[config.mk]
export PLATFORM = sky130hd
export DESIGN_NAME = i2c_master_gen
export DESIGN_NICKNAME = d
export VERILOG_FILES = /design/src/rtl/i2c_master_gen.sv
export SDC_FILE = /design/constraint.sdc
export NUM_CORES = 1
export LEC_CHECK = 0
export CAP_MARGIN = 30
export CELL_PAD_IN_SITES_DETAIL_PLACEMENT = 0
export CELL_PAD_IN_SITES_GLOBAL_PLACEMENT = 2
export CORE_MARGIN = 8
export CORE_UTILIZATION = 39
export DETAILED_ROUTE_END_ITERATION = 12
export GPL_TIMING_DRIVEN = 0
export PLACE_DENSITY_LB_ADDON = 0.1
export SYNTH_ARGS = -nofsm -noshare
export SYNTH_HDL_FRONTEND = slang
export SYNTH_SLANG_ARGS = --single-unit
export TNS_END_PERCENT = 1
[constraint.sdc]
create_clock -name clk -period 3.9 [get_ports clk]
set_input_delay 0.39 -clock clk [delete_from_list [all_inputs] [get_ports clk]]
set_output_delay 0.39 -clock clk [all_outputs]
set_load 0.01 [all_outputs]
[src/rtl/i2c_master_gen.sv]
`default_nettype none
`timescale 1ns/1ps
// ============================================================================
// Module      : i2c_master_gen
// Description : I2C master transaction generator: START, 7-bit address + R/W,
//               NBYTES data bytes (write or read) with ACK handling, STOP.
// Revision    : 1.0 - initial release
// ============================================================================
module i2c_master_gen #(
    parameter int NBYTES  = 2,
    parameter int CLK_DIV = 4
) (
    input  logic                  clk,
    input  logic                  reset,
    input  logic [6:0]            i2c_addr,
    input  logic                  rnw,
    input  logic [8*NBYTES-1:0]   wr_data,
    input  logic                  start_stb,
    output logic [8*NBYTES-1:0]   rd_data,
    output logic                  busy,
    output logic                  done,
    output logic                  nack,
    input  logic                  sda_in,
    output logic                  sda_out,
    output logic                  sda_oe,
    output logic                  scl
);

    localparam int c_W  = 8 * NBYTES;
    localparam int c_T  = 4 * CLK_DIV;
    localparam int c_CW = $clog2(c_T);
    localparam int c_BW = (NBYTES > 1) ? $clog2(NBYTES) : 1;

    localparam logic [c_CW-1:0] c_BIT_LAST   = c_CW'(c_T - 1);
    localparam logic [c_CW-1:0] c_START_LAST = c_CW'(2 * CLK_DIV - 1);
    localparam logic [c_CW-1:0] c_PH1        = c_CW'(CLK_DIV);
    localparam logic [c_CW-1:0] c_PH2        = c_CW'(2 * CLK_DIV);
    localparam logic [c_CW-1:0] c_PH3        = c_CW'(3 * CLK_DIV);
    localparam logic [c_BW-1:0] c_BYTE_LAST  = c_BW'(NBYTES - 1);

    localparam logic [2:0] c_ST_IDLE     = 3'd0;
    localparam logic [2:0] c_ST_START    = 3'd1;
    localparam logic [2:0] c_ST_ADDR     = 3'd2;
    localparam logic [2:0] c_ST_ADDR_ACK = 3'd3;
    localparam logic [2:0] c_ST_DATA     = 3'd4;
    localparam logic [2:0] c_ST_DATA_ACK = 3'd5;
    localparam logic [2:0] c_ST_STOP     = 3'd6;

    logic [2:0]      r_state;
    logic [c_CW-1:0] r_cnt;
    logic [2:0]      r_bit;
    logic [c_BW-1:0] r_byte;
    logic            r_rnw;
    logic [7:0]      r_addr_sh;
    logic [c_W-1:0]  r_tx;
    logic [c_W-1:0]  r_rx;
    logic [c_W-1:0]  r_rd_data;
    logic            r_nack;
    logic            r_done;
    logic            r_busy;
    logic            r_scl;
    logic            r_sda_out;
    logic            r_sda_oe;

    logic            w_last;
    logic            w_sample;
    logic            w_accept;
    logic [2:0]      w_state_nx;
    logic [c_CW-1:0] w_cnt_nx;
    logic [2:0]      w_bit_nx;
    logic [c_BW-1:0] w_byte_nx;
    logic [7:0]      w_addr_nx;
    logic [c_W-1:0]  w_tx_nx;
    logic            w_scl_nx;
    logic            w_oe_nx;
    logic            w_out_nx;
    logic            w_bit_scl;

    assign w_last   = (r_state == c_ST_START) ? (r_cnt == c_START_LAST) : (r_cnt == c_BIT_LAST);
    assign w_sample = (r_cnt == c_PH3);
    // The done cycle still counts as part of the transaction for start requests
    assign w_accept = (r_state == c_ST_IDLE) && start_stb && !r_done;

    always_comb begin
        w_state_nx = r_state;
        w_cnt_nx   = r_cnt;
        w_bit_nx   = r_bit;
        w_byte_nx  = r_byte;
        w_addr_nx  = r_addr_sh;
        w_tx_nx    = r_tx;
        if (r_state == c_ST_IDLE) begin
            if (w_accept) begin
                w_state_nx = c_ST_START;
                w_cnt_nx   = '0;
                w_addr_nx  = {i2c_addr, rnw};
                w_tx_nx    = wr_data;
            end
        end else if (!w_last) begin
            w_cnt_nx = r_cnt + 1'b1;
        end else begin
            w_cnt_nx = '0;
            case (r_state)
                c_ST_START: begin
                    w_state_nx = c_ST_ADDR;
                    w_bit_nx   = 3'd0;
                end
                c_ST_ADDR: begin
                    w_addr_nx = {r_addr_sh[6:0], 1'b0};
                    if (r_bit == 3'd7) w_state_nx = c_ST_ADDR_ACK;
                    else               w_bit_nx   = r_bit + 1'b1;
                end
                c_ST_ADDR_ACK: begin
                    if (r_nack) begin
                        w_state_nx = c_ST_STOP;
                    end else begin
                        w_state_nx = c_ST_DATA;
                        w_bit_nx   = 3'd0;
                        w_byte_nx  = '0;
                    end
                end
                c_ST_DATA: begin
                    if (!r_rnw) w_tx_nx = {r_tx[c_W-2:0], 1'b0};
                    if (r_bit == 3'd7) w_state_nx = c_ST_DATA_ACK;
                    else               w_bit_nx   = r_bit + 1'b1;
                end
                c_ST_DATA_ACK: begin
                    if (r_nack || (r_byte == c_BYTE_LAST)) begin
                        w_state_nx = c_ST_STOP;
                    end else begin
                        w_state_nx = c_ST_DATA;
                        w_bit_nx   = 3'd0;
                        w_byte_nx  = r_byte + 1'b1;
                    end
                end
                default: w_state_nx = c_ST_IDLE;
            endcase
        end
    end

    // Line outputs are decoded from the upcoming position so they are registered
    assign w_bit_scl = (w_cnt_nx >= c_PH2);

    always_comb begin
        w_scl_nx = 1'b1;
        w_oe_nx  = 1'b0;
        w_out_nx = 1'b1;
        case (w_state_nx)
            c_ST_START: begin
                w_oe_nx  = 1'b1;
                w_out_nx = (w_cnt_nx < c_PH1);
            end
            c_ST_ADDR: begin
                w_scl_nx = w_bit_scl;
                w_oe_nx  = 1'b1;
                w_out_nx = w_addr_nx[7];
            end
            c_ST_ADDR_ACK: w_scl_nx = w_bit_scl;
            c_ST_DATA: begin
                w_scl_nx = w_bit_scl;
                w_oe_nx  = !r_rnw;
                w_out_nx = r_rnw | w_tx_nx[c_W-1];
            end
            c_ST_DATA_ACK: begin
                w_scl_nx = w_bit_scl;
                if (r_rnw) begin
                    w_oe_nx  = 1'b1;
                    w_out_nx = (w_byte_nx == c_BYTE_LAST);
                end
            end
            c_ST_STOP: begin
                w_scl_nx = w_bit_scl;
                w_oe_nx  = 1'b1;
                w_out_nx = (w_cnt_nx >= c_PH3);
            end
            default: ;
        endcase
    end

    always_ff @(posedge clk or negedge reset) begin
        if (!reset) begin
            r_state   <= c_ST_IDLE;
            r_cnt     <= '0;
            r_bit     <= 3'd0;
            r_byte    <= '0;
            r_rnw     <= 1'b0;
            r_addr_sh <= 8'd0;
            r_tx      <= '0;
            r_rx      <= '0;
            r_rd_data <= '0;
            r_nack    <= 1'b0;
            r_done    <= 1'b0;
            r_busy    <= 1'b0;
            r_scl     <= 1'b1;
            r_sda_out <= 1'b1;
            r_sda_oe  <= 1'b0;
        end else begin
            r_state   <= w_state_nx;
            r_cnt     <= w_cnt_nx;
            r_bit     <= w_bit_nx;
            r_byte    <= w_byte_nx;
            r_addr_sh <= w_addr_nx;
            r_tx      <= w_tx_nx;
            r_scl     <= w_scl_nx;
            r_sda_oe  <= w_oe_nx;
            r_sda_out <= w_out_nx;
            r_busy    <= (w_state_nx != c_ST_IDLE);
            r_done    <= (r_state == c_ST_STOP) && w_last;
            if (w_accept) begin
                r_rnw  <= rnw;
                r_nack <= 1'b0;
            end
            if (w_sample) begin
                if ((r_state == c_ST_ADDR_ACK) && sda_in)
                    r_nack <= 1'b1;
                if ((r_state == c_ST_DATA_ACK) && !r_rnw && sda_in)
                    r_nack <= 1'b1;
                if ((r_state == c_ST_DATA) && r_rnw)
                    r_rx <= {r_rx[c_W-2:0], sda_in};
            end
            if ((r_state == c_ST_STOP) && w_last && r_rnw && !r_nack)
                r_rd_data <= r_rx;
        end
    end

    assign rd_data = r_rd_data;
    assign busy    = r_busy;
    assign done    = r_done;
    assign nack    = r_nack;
    assign sda_out = r_sda_out;
    assign sda_oe  = r_sda_oe;
    assign scl     = r_scl;

endmodule
`default_nettype wire

==> results.toml, run 1 <==
[yosys]
synthFlopType = "dfrtp_1"
synth_seq_area_share = 0.541
synth_area_um2 = 3430
ys_warn_count = 0
synth-xor-area-share = 0.00766
async_flop_share = 1.00
synthesis.nets = 327
yosysTopAreaCell = "dfrtp_1"
ys_types = 56
yosys.area_share.simple = 0.157
synth_compound_area_frac = 0.124
synth_fa_ha_area_frac = 0.0212
synth_area_leaders = "dfrtp_1, mux2_2, nand2_1"
muxShareOfSynthArea = 0.105
postSynthAreaPerCell_um2 = 11.7
synth_edf_count = 0
synth_top_area_share = 0.526
ys_ff_latch = 74
synth_top_family_by_area = "simple AND/OR/NAND/NOR gates"
synth_cells = 294

[finish]
antennaDiodeCount = 0
final_cell_mix = "dfrtp_1, nand2_1, clkdlybuf4s50_1"
fin_cells = 468
fin_nets = 388
final_common_cell = "dfrtp_1"
area_growth_pct = 24.1
layout-drive-gt1-share = 0.222
nFillCells = 799
fin_area_um2 = 4250

[routing]
dr_total_vias = 2346
final_antenna_net_count = 0
routed_wl_mm = 7.06
drt-wirelength-per-cell_um = 15.1
drc = 0
dr.pass1.iters = 4
drt-initial-drc-count = 87
vias_per_cell = 5.01

[critical_path]
path_delay_family = "buffers and inverters"
reg2regPathDepth = 10
crit_fanout = 10
cp_num_buf_inv = 5
critPathLaunchType = "register"
cpPeakStageDelay_ns = 0.36
cp-end-kind = "register"
cp_slowest_cell = "a32oi_1"
path_class = "reg2reg"
critical_path_arrival_ns = 2.61
crit_required_ns = 4.12
critPathMostFrequentCell = "inv_1"
crit_chain = "buf_6, buf_2, inv_1, ha_1, inv_1, a21oi_4, nor2_1, a32oi_1, inv_1, or3_1"
crit_cells = 10

[run_status]
violations = "negative hold slack"
status = "finished, violations left"

[timing]
slew_headroom = 0.609
fmax_ghz = 0.418
fin_crit_ns = 2.39
slew_violations = 0
whs_ns = -0.0116
final-setup-viol-count = 0
skew_ns = 0.0115
min_period_over_period = 0.613
rsz0062_at_grt = "false"
worst_pin_slew_ns = 0.582
final_hold_viol_count = 9

[clocking]
path_clk_slew_ns = 0.08
post_cts_resized = 0
cts_max_level = 3
cts_tree = "done"
clock_latency_ns = 0.34
cts_hold_buf = 0
cts-root-buf = "clkbuf_8"
cts_setup_buffers = 0
clock-sinks = 74
cts_made_buffers = 9
cts_buffer_depth = 2

[pwr]
p_total_mw = 2.56
irDropWorstVdd_v = 0.000194
power_per_cell_area_nw_per_um2 = 601
leakage_nw = 1.96

[run]
drv_cap = 0

[global_routing]
grt_overflow = 0
first_global_vias = 2392
grt_usage = 0.126
grt_max_degree = 41
grt_pass1_wl_mm = 12.0
antenna_found_initial = 0

[floorplanning]
rows = 34
die_w_um = 110
pin_count = 50
design.die.area_um2 = 12000
start_util = 0.397
core_um2 = 8640
fp.dieH_um = 110

[place]
io_buffers = 49
dpl_cell_area_um2 = 4070
dp.cells = 452
dp_hpwl_mm = 5.09
gp_congestion = 0.829

[hold_path]
worstHoldPathType = "in2async"
==> kinds of logic after synthesis <==
kind of cell    after synthesis
compound gates               54
mux                          32
xor+xnor                      3
flops                        74
buf+inv                      28
simple gates                 97
fa+ha+maj                     6
==> synth_stat cells, types with 2 or more instances <==
| master | count |
|---|---|
| nand2_1 | 52 |
| ha_1 | 5 |
| inv_1 | 13 |
| nor3_1 | 5 |
| dfstp_2 | 2 |
| xor2_1 | 2 |
| a22oi_1 | 21 |
| nor4_4 | 2 |
| nand3b_1 | 2 |
| o31ai_1 | 2 |
| nand2b_1 | 2 |
| nand3_1 | 5 |
| nor3b_1 | 2 |
| buf_2 | 7 |
| dfrtp_1 | 72 |
| nor2_1 | 10 |
| buf_4 | 2 |
| or3_1 | 2 |
| o21ai_0 | 14 |
| o21a_1 | 2 |
| buf_6 | 4 |
| mux2_2 | 32 |
==> cell type report <==
type,instances,area [um2],area share
buffer,14,98.8,0.0232
clock buffer,11,141,0.0332
clock inverter,5,40.0,0.00941
inverter,14,52.6,0.0124
multi-input combinational,192,1420,0.335
sequential,74,1850,0.436
tap,108,135,0.0318
timing repair buffer,50,508,0.119
==> report_power, final <==
part / switching [mW] / total, mW / internal, mW
Combinational: 0.518 / 0.930 / 0.412
Clock: 0.289 / 0.540 / 0.251
Sequential: 0.126 / 1.09 / 0.961
==> metrics by stage <==
stage | worst slack (ns) | utilization | TNS [ns]
after floorplan | 1.73 | - | 0
after global routing | 1.35 | 0.492 | 0
after CTS | 1.50 | 0.492 | 0
after detailed placement | 1.50 | 0.471 | 0
final | 1.51 | 0.492 | 0
after global placement | -0.235 | 0.469 | -16.49
==> worst paths after layout <==
path                            startpoint  slack (ns)           to
worst max-delay path            r_state[1]        1.51         busy
worst min-delay path                 reset       -0.01  rd_data[12]
worst max register to register  r_state[1]        1.51         busy
worst min register to register    r_tx[10]        0.49     r_tx[10]
max in group asynchronous            reset        3.29          scl
min in group clk                  r_tx[10]        0.49     r_tx[10]
==> metal layers <==
metal	wire, um	GRT usage
met1	3500	0.179
met2	3110	0.181
met3	383	0.0305
met4	66	0.0492
met5	0	0
==> registers in the layout, indices dropped and copies added, names as in the netlist <==
signal,cells
nack,1
busy,1
done,1
r_rx,16
rd_data,16
r_bit,3
sda_oe,1
r_cnt,4
r_byte,1
sda_out,1
scl,1
r_tx,16
r_state,3
r_rnw,1
r_addr_sh,8
==> worst register-to-register path: cells and delay by family (launching register included) <==
| kind | cells | cell delay [ns] |
|---|---|---|
| fa+ha+maj | 1 | 0.29 |
| simple gates | 2 | 0.42 |
| flops | 1 | 0.34 |
| compound gates | 2 | 0.52 |
| buf+inv | 5 | 0.71 |
No activity file was read; power rests on OpenSTA's default activity.
==> run 2: changes to the inputs <==
Settings changed: CORE_UTILIZATION 39 to 36.
Clock period 3.9 ns to 2.4 ns, I/O delays scaled along.
==> results.toml, run 2 (synthesis results as in run 1) <==
[timing]
slew_violations = 0
fin_crit_ns = 2.21
final-setup-viol-count = 0
rsz0062_at_grt = "false"
worst_pin_slew_ns = 0.601
whs_ns = 0.357
min_period_over_period = 0.921
final_hold_viol_count = 0
skew_ns = 0.0108
fmax_ghz = 0.453
slew_headroom = 0.596
setup_slack_ns = 0.190

[clocking]
cts_buffer_depth = 2
clock_latency_ns = 0.34
cts_made_buffers = 9
cts_max_level = 3
cts_tree = "done"
cts-root-buf = "clkbuf_8"
clock-sinks = 74
path_clk_slew_ns = 0.09

[routing]
top_layer = "met4"
dr.pass1.iters = 4
dr_total_vias = 2363
drt-wirelength-per-cell_um = 14.6
routed_wl_mm = 7.15
wl_met2_mm = 3.17
drc = 0
final_antenna_net_count = 0
vias_per_cell = 4.83
wl_met1_mm = 3.55
drt-initial-drc-count = 86
met3_wirelength_um = 297

[finish]
area_growth_pct = 25.5
final_cell_mix = "dfrtp_1, nand2_1, clkdlybuf4s50_1"
fin_nets = 388
fin_util = 0.466
nFillCells = 895
final_common_cell = "dfrtp_1"
layout-drive-gt1-share = 0.225
antennaDiodeCount = 0

[floorplanning]
die_w_um = 114
pin_count = 50
rows = 35
fp.dieH_um = 114
design.die.area_um2 = 12900
core_um2 = 9240
start_util = 0.371

[global_routing]
antenna_found_initial = 0
grt_usage = 0.121
first_global_vias = 2480
grt_max_degree = 46
grt_overflow = 0
grt_pass1_wl_mm = 12.5

[pwr]
p_sw_frac = 0.371
p_seq_frac = 0.422
intPower_mw = 2.63
switchingPower_mw = 1.55
power_per_cell_area_nw_per_um2 = 969
p_total_mw = 4.17
irDropWorstVdd_v = 0.000297
pwr-share-clk = 0.216
combinationalPowerShare = 0.362
leakage_nw = 1.98

[critical_path]
reg2reg_to = "busy"
timing.rr.start = "r_state[1]"
crit_required_ns = 2.62
critPathLaunchType = "register"
crit_fanout = 19
path_class = "reg2reg"
rrSetupSlack_ns = 0.19
reg2regPathDepth = 9
cp-end-kind = "register"
critical_path_arrival_ns = 2.43

[hold_path]
worstHoldPathType = "in2async"

[place]
dp_hpwl_mm = 5.23
io_buffers = 49
gp_congestion = 0.776
pre_cts_ws_ns = 0.00151

[run]
drv_cap = 0

[run_status]
status = "finished clean"
==> run 2: repair_timing <==
item,CTS,global route
hold endpoints to repair,28,0
hold buffers,1,0
resized for setup,1,0
setup endpoints to repair,1,0
buffers inserted,0,0
==> run 2: worst max path at each step <==
| stage | cells after the start | startpoint | slack, ns | end |
|---|---|---|---|---|
| floorplan | 10 | r_state[1] | 0.23 | busy |
| global placement | 1 | reset | -1.61 | r_bit[1] |
| detailed placement | 10 | r_state[1] | 0.002 | busy |
| CTS | 9 | r_state[1] | 0.18 | busy |
| global route | 9 | r_state[1] | 0.02 | sda_out |
| finish | 9 | r_state[1] | 0.19 | busy |
==> run 2: power by group through the flow <==
stage,clock [mW],combinational [mW],sequential (mW)
finish,0.900,1.51,1.76
global route,0.985,1.71,1.80
CTS,0.941,1.54,1.77
detailed placement,0,1.54,1.79
global placement,0,1.52,1.79
floorplan,0,1.13,1.76
==> run 2: final cells by class <==
cell class | count | area (um2) | share of cell area
sequential | 74 | 1850 | 0.431
multi-input combinational | 192 | 1430 | 0.332
timing repair buffer | 51 | 526 | 0.122
tap | 129 | 161 | 0.0375
clock buffer | 9 | 124 | 0.0288
buffer | 13 | 93.8 | 0.0218
clock inverter | 7 | 61.3 | 0.0142
inverter | 14 | 52.6 | 0.0122
==> run 2: stage by stage <==
step | cell area, um2 | instances | TNS [ns]
5_1_grt | 4300 | 489 | 0
3_5_place_dp | 4110 | 473 | 0
2_1_floorplan | 3430 | 294 | 0
3_3_place_gp | 4080 | 472 | -116.50
6_report | 4300 | 489 | 0
4_1_cts | 4300 | 489 | 0
==> run 2: metal layers <==
metal	track usage	vias to the layer above
li1	-	1161
met1	0.160	1147
met2	0.183	45
met3	0.0285	10
met4	0.0586	0
met5	0	-
==> run 2: worst max-delay path, cell delays in order (launching register included) <==
cell     delay (ns)
dfrtp_1        0.34
buf_6          0.19
inv_1          0.12
ha_1           0.29
inv_1          0.05
a21oi_4        0.15
nor2_1         0.09
a311o_1        0.35
buf_6          0.14
or3_1          0.36
==> run 3: changes to the inputs <==
Settings changed: GPL_TIMING_DRIVEN 0 to unset.
==> results.toml, run 3 (synthesis results as in run 1) <==
[run_status]
status = "finished clean"

[critical_path]
crit_required_ns = 2.62
reg2reg_to = "busy"
critical_path_arrival_ns = 2.40
path_class = "reg2reg"
cp_slowest_cell = "dfrtp_1"
reg2regPathDepth = 6
crit_chain = "ha_1, inv_1, a21oi_4, nor2_1, a311o_1, or3_1"
cpPeakStageDelay_ns = 0.59
timing.rr.start = "r_state[2]"
rrSetupSlack_ns = 0.22
cp-end-kind = "register"
crit_fanout = 15
critPathLaunchType = "register"

[floorplanning]
pin_count = 50
fp.dieH_um = 114
core_um2 = 9240
die_w_um = 114
rows = 35
start_util = 0.371
design.die.area_um2 = 12900

[routing]
dr.pass1.iters = 4
drt-wirelength-per-cell_um = 14.9
dr_total_vias = 2313
drc = 0
drt-initial-drc-count = 68
vias_per_cell = 4.73
routed_wl_mm = 7.27
final_antenna_net_count = 0

[finish]
final_cell_mix = "dfrtp_1, nand2_1, clkdlybuf4s50_1"
area_growth_pct = 25.6
antennaDiodeCount = 0
final_common_cell = "dfrtp_1"
layout-drive-gt1-share = 0.225
fin_nets = 388
seq_area_um2 = 1850
nFillCells = 893
fin_area_um2 = 4310
multi_input_area_um2 = 1420
fin_util = 0.466

[run]
drv_cap = 0

[clocking]
cts_buffer_depth = 2
path_clk_slew_ns = 0.09
post_cts_resized = 0
cts_setup_buffers = 0
clock_latency_ns = 0.34
cts_max_level = 3
cts-root-buf = "clkbuf_8"
cts_tree = "done"
cts_made_buffers = 9
clock-sinks = 74

[place]
dpl_cell_area_um2 = 4080
dp_hpwl_mm = 5.21
pre_cts_ws_ns = 0.226
gp_congestion = 0.784
io_buffers = 49

[global_routing]
first_global_vias = 2495
grt_overflow = 0
grt_pass1_wl_mm = 12.5
antenna_found_initial = 0
grt_usage = 0.121
grt_max_degree = 39

[timing]
min_period_over_period = 0.909
final-setup-viol-count = 0
rsz0062_at_grt = "false"
fmax_ghz = 0.459
slew_headroom = 0.382
setup_slack_ns = 0.220
fin_crit_ns = 2.18
skew_ns = 0.00754
final_hold_viol_count = 0
finalSetupTns_ns = 0
worst_pin_slew_ns = 0.923
slew_violations = 0

[hold_path]
worstHoldPathType = "in2async"

[pwr]
power_per_cell_area_nw_per_um2 = 984
irDropWorstVdd_v = 0.000298
p_total_mw = 4.24
leakage_nw = 1.99
## run 3: cell count changes in the layout (fill, tap and decap cells not counted), sizes merged
| cell | before | now |
|---|---|---|
| buf | 14 | 15 |
| clkinvlp | 1 | 0 |
| bufinv | 0 | 1 |
| inv | 17 | 16 |
## run 3: area by class of cell
cell class / count / share of cell area
clock buffers: 10 / 0.0320
well taps: 129 / 0.0375
flip-flops and latches: 74 / 0.431
repair buffers: 64 / 0.140
multi-input cells: 192 / 0.330
clock inverters: 6 / 0.0171
inverters: 14 / 0.0122
## run 3: metrics by stage
| stage | hold WS (ns) | instances |
|---|---|---|
| final | 0.406 | 489 |
| after global routing | 0.420 | 489 |
| after CTS | 0.403 | 489 |
| after detailed placement | 0.247 | 472 |
| after global placement | 0.249 | 472 |
| after floorplan | -0.0556 | 294 |
## run 3: power breakdown
group / internal, mW / switching (mW) / total (mW) / leakage (nW)
logic: 0.635 / 0.776 / 1.41 / 0.917
registers: 1.56 / 0.255 / 1.82 / 0.966
clock network: 0.522 / 0.488 / 1.01 / 0.107
## run 3: worst max-delay path by stage
| stage | slack (ns) | endpoint | from | depth (start not counted) |
|---|---|---|---|---|
| after CTS | 0.23 | busy | r_state[2] | 6 |
| after global routing | 0.01 | sda_out | r_state[2] | 7 |
| final | 0.22 | busy | r_state[2] | 6 |
| after floorplan | 0.23 | busy | r_state[1] | 10 |
| after global placement | 0.27 | busy | r_state[2] | 6 |
| after detailed placement | 0.23 | busy | r_state[2] | 6 |
## run 3: what timing repair did
action | CTS | global route
setup endpoints to repair | 0 | 0
endpoints found under the hold margin | 34 | 0
hold buffers | 1 | 0
## run 3: critical path: cells and delay by family (launching register included)
family | cells | cell delay (ns)
DFF | 1 | 0.59
AOI/OAI and AO/OA | 2 | 0.58
and+or+nand+nor | 2 | 0.46
adders and majority gates | 1 | 0.38
buffers and inverters | 1 | 0.06
## run 3: per-layer routing
layer / vias to the layer above / track usage / part of all wire
met5: - / 0 / 0
met4: 0 / 0.0506 / 0.012
met3: 6 / 0.0285 / 0.048
met2: 49 / 0.184 / 0.45
met1: 1098 / 0.161 / 0.49
li1: 1160 / - / -
